`src/rtl/slave_spi_receiver_if.sv`:
```
// Link-side and queue-side signals of the slave SPI receiver.
//   slave  modport: receiver view (link + instr_ready in, instruction and status out)
//   master modport: neighbour/queue view (drives link + instr_ready, observes outputs)
interface slave_spi_receiver_if #(
  parameter int WIDTH = 32
);
  logic             sclk_in;      // link serial clock, sampled on rising edge
  logic             sdi_in;       // link serial data, MSB first
  logic             cs_in;        // link chip select, active high
  logic             instr_ready;  // receiver_queue can take instr_out
  logic [WIDTH-1:0] instr_out;    // last accepted instruction
  logic             instr_valid;  // instr_out holds an unconsumed instruction
  logic             frame_error;  // 1-cycle pulse: bad bit count
  logic             overrun;      // 1-cycle pulse: legal frame dropped
  logic             busy;         // frame in progress

  modport slave (
    input  sclk_in, sdi_in, cs_in, instr_ready,
    output instr_out, instr_valid, frame_error, overrun, busy
  );

  modport master (
    output sclk_in, sdi_in, cs_in, instr_ready,
    input  instr_out, instr_valid, frame_error, overrun, busy
  );
endinterface

```
`src/rtl/slave_spi_receiver.sv`:
```
// Deserialises one WIDTH-bit instruction per chip-select frame and offers it to the queue.
// Latency: instr_valid rises 3 clk edges after the first edge that samples cs_in low.
// Backpressure: one-word holding register; a legal frame arriving while it is full and
//   instr_ready is low is dropped and flagged with an overrun pulse.
// Ports: clk, rst_n (async active-low); link = slave modport of slave_spi_receiver_if
//   (sclk_in/sdi_in/cs_in/instr_ready in; instr_out/instr_valid/frame_error/overrun/busy out).
module slave_spi_receiver #(
  parameter int WIDTH    = 32,
  parameter int CNT_BITS = 6
) (
  input  logic                 clk,
  input  logic                 rst_n,
  slave_spi_receiver_if.slave  link
);

  typedef enum logic {IDLE, RECV} rxState;

  localparam logic [CNT_BITS-1:0] CNT_FULL = CNT_BITS'(WIDTH);
  localparam logic [CNT_BITS-1:0] CNT_SAT  = CNT_BITS'(WIDTH + 1);

  // Synchroniser chains; stage 3 on sclk/cs feeds the registered edge detectors,
  // and sdi gets a matching third stage so data lines up with the sclk rise pulse.
  logic [2:0] sclkSync, sdiSync, csSync;
  logic       sclkRise, csRise, csFall;

  rxState               state, stateNext;
  logic [WIDTH-1:0]     shiftReg, shiftNext;
  logic [CNT_BITS-1:0]  bitCnt, cntNext;
  logic [WIDTH-1:0]     instrOut, instrOutNext;
  logic                 instrValid, instrValidNext;
  logic                 frameErr, frameErrNext;
  logic                 overrunR, overrunNext;

  always_ff @(posedge clk or negedge rst_n) begin
    if (!rst_n) begin
      sclkSync <= '0;
      sdiSync  <= '0;
      csSync   <= '0;
      sclkRise <= 1'b0;
      csRise   <= 1'b0;
      csFall   <= 1'b0;
    end else begin
      sclkSync <= {sclkSync[1:0], link.sclk_in};
      sdiSync  <= {sdiSync[1:0], link.sdi_in};
      csSync   <= {csSync[1:0], link.cs_in};
      sclkRise <= sclkSync[1] & ~sclkSync[2];
      csRise   <= csSync[1] & ~csSync[2];
      csFall   <= ~csSync[1] & csSync[2];
    end
  end

  always_ff @(posedge clk or negedge rst_n) begin
    if (!rst_n) begin
      state      <= IDLE;
      shiftReg   <= '0;
      bitCnt     <= '0;
      instrOut   <= '0;
      instrValid <= 1'b0;
      frameErr   <= 1'b0;
      overrunR   <= 1'b0;
    end else begin
      state      <= stateNext;
      shiftReg   <= shiftNext;
      bitCnt     <= cntNext;
      instrOut   <= instrOutNext;
      instrValid <= instrValidNext;
      frameErr   <= frameErrNext;
      overrunR   <= overrunNext;
    end
  end

  always_comb begin
    stateNext      = state;
    shiftNext      = shiftReg;
    cntNext        = bitCnt;
    instrOutNext   = instrOut;
    // A held word is consumed on any edge where the queue is ready.
    instrValidNext = instrValid & ~link.instr_ready;
    frameErrNext   = 1'b0;
    overrunNext    = 1'b0;

    case (state)
      IDLE: begin
        if (csRise) begin
          stateNext = RECV;
          shiftNext = '0;
          cntNext   = '0;
        end
      end
      RECV: begin
        if (sclkRise) begin
          shiftNext = {shiftReg[WIDTH-2:0], sdiSync[2]};
          // Saturating one past WIDTH keeps any over-length frame distinguishable.
          if (bitCnt != CNT_SAT) cntNext = bitCnt + 1'b1;
        end
        // Evaluation uses the post-shift values so a coincident last bit counts.
        if (csFall) begin
          stateNext = IDLE;
          if (cntNext == CNT_FULL) begin
            if (!instrValid || link.instr_ready) begin
              instrOutNext   = shiftNext;
              instrValidNext = 1'b1;
            end else begin
              overrunNext = 1'b1;
            end
          end else if (cntNext != '0) begin
            frameErrNext = 1'b1;
          end
        end
      end
      default: stateNext = IDLE;
    endcase
  end

  assign link.instr_out   = instrOut;
  assign link.instr_valid = instrValid;
  assign link.frame_error = frameErr;
  assign link.overrun     = overrunR;
  assign link.busy        = (state == RECV);

endmodule

```
`src/flat_wrapper.sv`:
```
// flat-port wrapper written by rule: the top's interface ports become plain ports
module slave_spi_receiver_flat 
#(
  parameter int WIDTH    = 32,
  parameter int CNT_BITS = 6
)
  (clk, rst_n, link_sclk_in, link_sdi_in, link_cs_in, link_instr_ready, link_instr_out, link_instr_valid, link_frame_error, link_overrun, link_busy);
  slave_spi_receiver_if #(.WIDTH(WIDTH)) link_i ();
  input  logic clk;
  input  logic rst_n;
  input wire logic [$bits(link_i.sclk_in)-1:0] link_sclk_in;
  input wire logic [$bits(link_i.sdi_in)-1:0] link_sdi_in;
  input wire logic [$bits(link_i.cs_in)-1:0] link_cs_in;
  input wire logic [$bits(link_i.instr_ready)-1:0] link_instr_ready;
  output wire logic [$bits(link_i.instr_out)-1:0] link_instr_out;
  output wire logic [$bits(link_i.instr_valid)-1:0] link_instr_valid;
  output wire logic [$bits(link_i.frame_error)-1:0] link_frame_error;
  output wire logic [$bits(link_i.overrun)-1:0] link_overrun;
  output wire logic [$bits(link_i.busy)-1:0] link_busy;
  assign link_i.sclk_in = link_sclk_in;
  assign link_i.sdi_in = link_sdi_in;
  assign link_i.cs_in = link_cs_in;
  assign link_i.instr_ready = link_instr_ready;
  assign link_instr_out = link_i.instr_out;
  assign link_instr_valid = link_i.instr_valid;
  assign link_frame_error = link_i.frame_error;
  assign link_overrun = link_i.overrun;
  assign link_busy = link_i.busy;
  slave_spi_receiver #(.WIDTH(WIDTH), .CNT_BITS(CNT_BITS)) u_core (.clk(clk), .rst_n(rst_n), .link(link_i));
endmodule
```
`config.mk`:
```
export PLATFORM = sky130hd
export DESIGN_NAME = slave_spi_receiver_flat
export DESIGN_NICKNAME = d
export VERILOG_FILES = /design/src/rtl/slave_spi_receiver_if.sv /design/src/rtl/slave_spi_receiver.sv /design/src/flat_wrapper.sv
export SDC_FILE = /design/constraint.sdc
export NUM_CORES = 1
export LEC_CHECK = 0
export ABC_AREA = 1
export CAP_MARGIN = 10
export CELL_PAD_IN_SITES_DETAIL_PLACEMENT = 1
export CELL_PAD_IN_SITES_GLOBAL_PLACEMENT = 2
export CORE_MARGIN = 10
export CORE_UTILIZATION = 36
export CTS_BUF_LIST = sky130_fd_sc_hd__clkbuf_2
export CTS_CLUSTER_DIAMETER = 30
export DETAILED_ROUTE_END_ITERATION = 10
export PLACE_DENSITY_LB_ADDON = 0.1
export SLEW_MARGIN = 5
export SYNTH_ARGS = -nofsm -noshare
export SYNTH_HDL_FRONTEND = slang
export SYNTH_SLANG_ARGS = --single-unit
```
`constraint.sdc`:
```
create_clock -name clk -period 2.2 [get_ports clk]
set_input_delay 0.44 -clock clk [delete_from_list [all_inputs] [get_ports clk]]
set_output_delay 0.44 -clock clk [all_outputs]
set_load 0.05 [all_outputs]
```
==> results.cfg <==
[layout]
final_cell_mix = nand2_1 (126), dfrtp_1 (85), inv_1 (76)
diodes = 0
synthToLayoutAreaGrowth_pct = 15.2
drive_above_1_share = 0.0865
final_core_utilization = 0.430
layout_commonest_cell = nand2_1
final_cells = 633
fin_area_mm2 = 0.00450
nets = 500

[clock_network]
htree_levels = 3
clock_latency_ps = 530
root_buffer = clkbuf_2
path_clk_slew_ps = 220
clk_path_buf_depth = 2
cts_made_buffers = 9
clock_sinks = 86
cts_tree = done

[sta]
worst_slew_pin_slew_ps = 740
min_period_over_period = 0.965
fin_ws_ps = 76.2
skew_ps = 20.5
hold_slack_ps = 313
slew_violations = 0
post-route-min-period_ps = 2120
rsz0062_at_grt = no
max_freq_mhz = 471
setup_tns_ps = 0
slew_headroom = 0.506
finalSetupViolations = 0
hold_violations = 0

[critical_path]
crit_family = buffers and inverters
cp_cell_sequence = clkdlybuf4s50_1
worstSetupStartpointType = register
cp_slowest_cell = clkdlybuf4s50_1
path_buf_inv = 1
cp_max_fo = 1
required_ps = 1760
cp_slowest_stage_delay_ps = 800
crit_path_end_kind = output pin
crit_type = reg2out
crit_arrival_ps = 1680

[power_and_ir_drop]
p_total_mw = 3.78
p_sw_mw = 1.45
clock_power_share = 0.179
p_per_area_mw_per_mm2 = 842
intPower_mw = 2.34
power_leakage_nw = 2.52
irDropWorstVdd_uv = 285
p_seq_frac = 0.524
pwr-share-comb = 0.297
sw_frac_of_total = 0.382

[floorplanning]
io_pins = 42
die-area_mm2 = 0.0154
fp-row-count = 37
die_w_um = 124
die_h_um = 124
core_area_mm2 = 0.0105
initial_core_util = 0.373

[route]
wl_per_cell_um = 15.4
drc_errors = 0
drt_iter0_markers = 136
via_per_inst = 4.94
firstDrtPassIters = 4
routed_wl_um = 9750
ant_nets = 0
dr_total_vias = 3125

[synthesis]
synth-simple-area-share = 0.216
ys_types = 25
muxShareOfSynthArea = 0
syn_area_mm2 = 0.00390
netlist_instances = 451
synthXorXnorAreaFrac = 0
ys_seq_area_frac = 0.551
synth_seq_cells = 86
synth_compound_area_frac = 0.109
synth_top_family_by_area = simple AND/OR/NAND/NOR gates
ys_warn_count = 0
syn_avg_cell_area_um2 = 8.66
synthAdderAreaFrac = 0.00641
synth_fp_nets = 459

[min_path]
holdCritPathClass = in2reg

[global_routing]
antenna_found_initial = 0
grt_pass1_wl_um = 16600
grt_usage = 0.134
grt_pass1_vias = 3317
overflow = 0
grt_max_degree = 46

[placement]
pre_cts_ws_ps = 257
dpl.cell_count = 615
placed_area_mm2 = 0.00444
place_congestion = 0.758
io_buffers = 41
dp_hpwl_um = 6500

[outcome]
status = completed

[flow_run]
maxCapViolations = 0
-- cell usage after synthesis --
| cell type | n | area (um^2) |
|---|---|---|
| nand2_1 | 126 | 473 |
| dfrtp_1 | 86 | 2150 |
| inv_1 | 76 | 285 |
| o22ai_1 | 36 | 225 |
| o21ai_0 | 35 | 175 |
| nand4_1 | 33 | 206 |
| clkbuf_1 | 14 | 52.6 |
| nor2_1 | 8 | 30.0 |
| buf_6 | 7 | 78.8 |
| nand3_1 | 4 | 20.0 |
| buf_2 | 3 | 15.0 |
| inv_2 | 3 | 11.3 |
| nand2_2 | 3 | 18.8 |
| nand3_2 | 3 | 30.0 |
| ha_1 | 2 | 25.0 |
| nor2_2 | 2 | 12.5 |
| nor2_4 | 2 | 22.5 |
| a21oi_1 | 1 | 5.00 |
| a21oi_4 | 1 | 16.3 |
| buf_1 | 1 | 3.75 |
| buf_4 | 1 | 7.51 |
| clkinv_1 | 1 | 3.75 |
| nand3b_1 | 1 | 7.51 |
| nand4_4 | 1 | 21.3 |
| o21ai_1 | 1 | 5.00 |
-- worst register-to-register path, cell delays in order, from the launching register on --
cell	delay [ps]
dfrtp_1	490
ha_1	230
nand2_1	60
clkinv_1	90
nand3_2	140
nand2_2	90
nand2_1	80
nand2_1	50
nor2_1	190
nand4_4	100
buf_4	220
nand2_1	90
nand2_1	50
-- path summary, 6_finish.rpt --
check	end	cells after the start	from	slack, ps
min reg2reg	u_core.sdiSync[1]	0	u_core.sdiSync[0]	380
min in group asynchronous	u_core.link.instr_out[17]	2	rst_n	360
max in group asynchronous	u_core.sclkRise	3	rst_n	1270
max	link_frame_error	1	u_core.link.frame_error	80
min	u_core.csSync[0]	1	link_cs_in	310
max reg2reg	u_core.link.instr_out[1]	12	u_core.bitCnt[0]	260
-- final cells by class --
cell class / count / area (um^2)
Clock buffer: 10 / 50.0
Clock inverter: 6 / 28.8
Fill cell: 1284 / 5970
Inverter: 80 / 300
Multi-Input combinational cell: 259 / 1290
Sequential cell: 86 / 2150
Tap cell: 136 / 170
Timing Repair Buffer: 56 / 499
-- per-layer routing --
metal  global-route usage  share of wire  up-vias  routed length (um)
li1                     -              -     1537                   -
met1                0.176           0.48     1535                4670
met2                0.210           0.46       39                4510
met3               0.0281          0.040       14                 393
met4               0.0554          0.018        0                 174
met5                    0              0        -                   0
-- power groups by stage --
stage / sequential, mW / combinational [mW] / clock [mW]
global placement: 2.00 / 1.09 / 0
detailed placement: 2.02 / 1.12 / 0
CTS: 1.99 / 1.13 / 0.713
finish: 1.98 / 1.12 / 0.678
global route: 2.02 / 1.30 / 0.782
floorplan: 2.00 / 0.839 / 0
-- flip-flops by register name (all words and copies together), names as in the netlist --
signal,cells
u_core.link.busy,1
u_core.csFall,1
u_core.link.instr_valid,1
u_core.shiftReg,32
u_core.sdiSync,3
u_core.csRise,1
u_core.csSync,3
u_core.link.instr_out,32
u_core.sclkRise,1
u_core.link.overrun,1
u_core.bitCnt,6
u_core.sclkSync,3
u_core.link.frame_error,1
-- timing repair --
| action | in CTS | in global routing |
|---|---|---|
| endpoints found under the hold margin | 28 | 0 |
| hold buffers | 1 | 0 |
| resized for setup | 33 | 2 |
| buffers inserted | 0 | 1 |
| setup endpoints to repair | 33 | 3 |
-- cell families after synthesis --
group,after synthesis
AO/OA/AOI/OAI,74
adder cells (fa/ha/maj),2
buffers and inverters,106
flip-flops,86
AND/OR/NAND/NOR,183
Power figures use the tool's default switching activity.
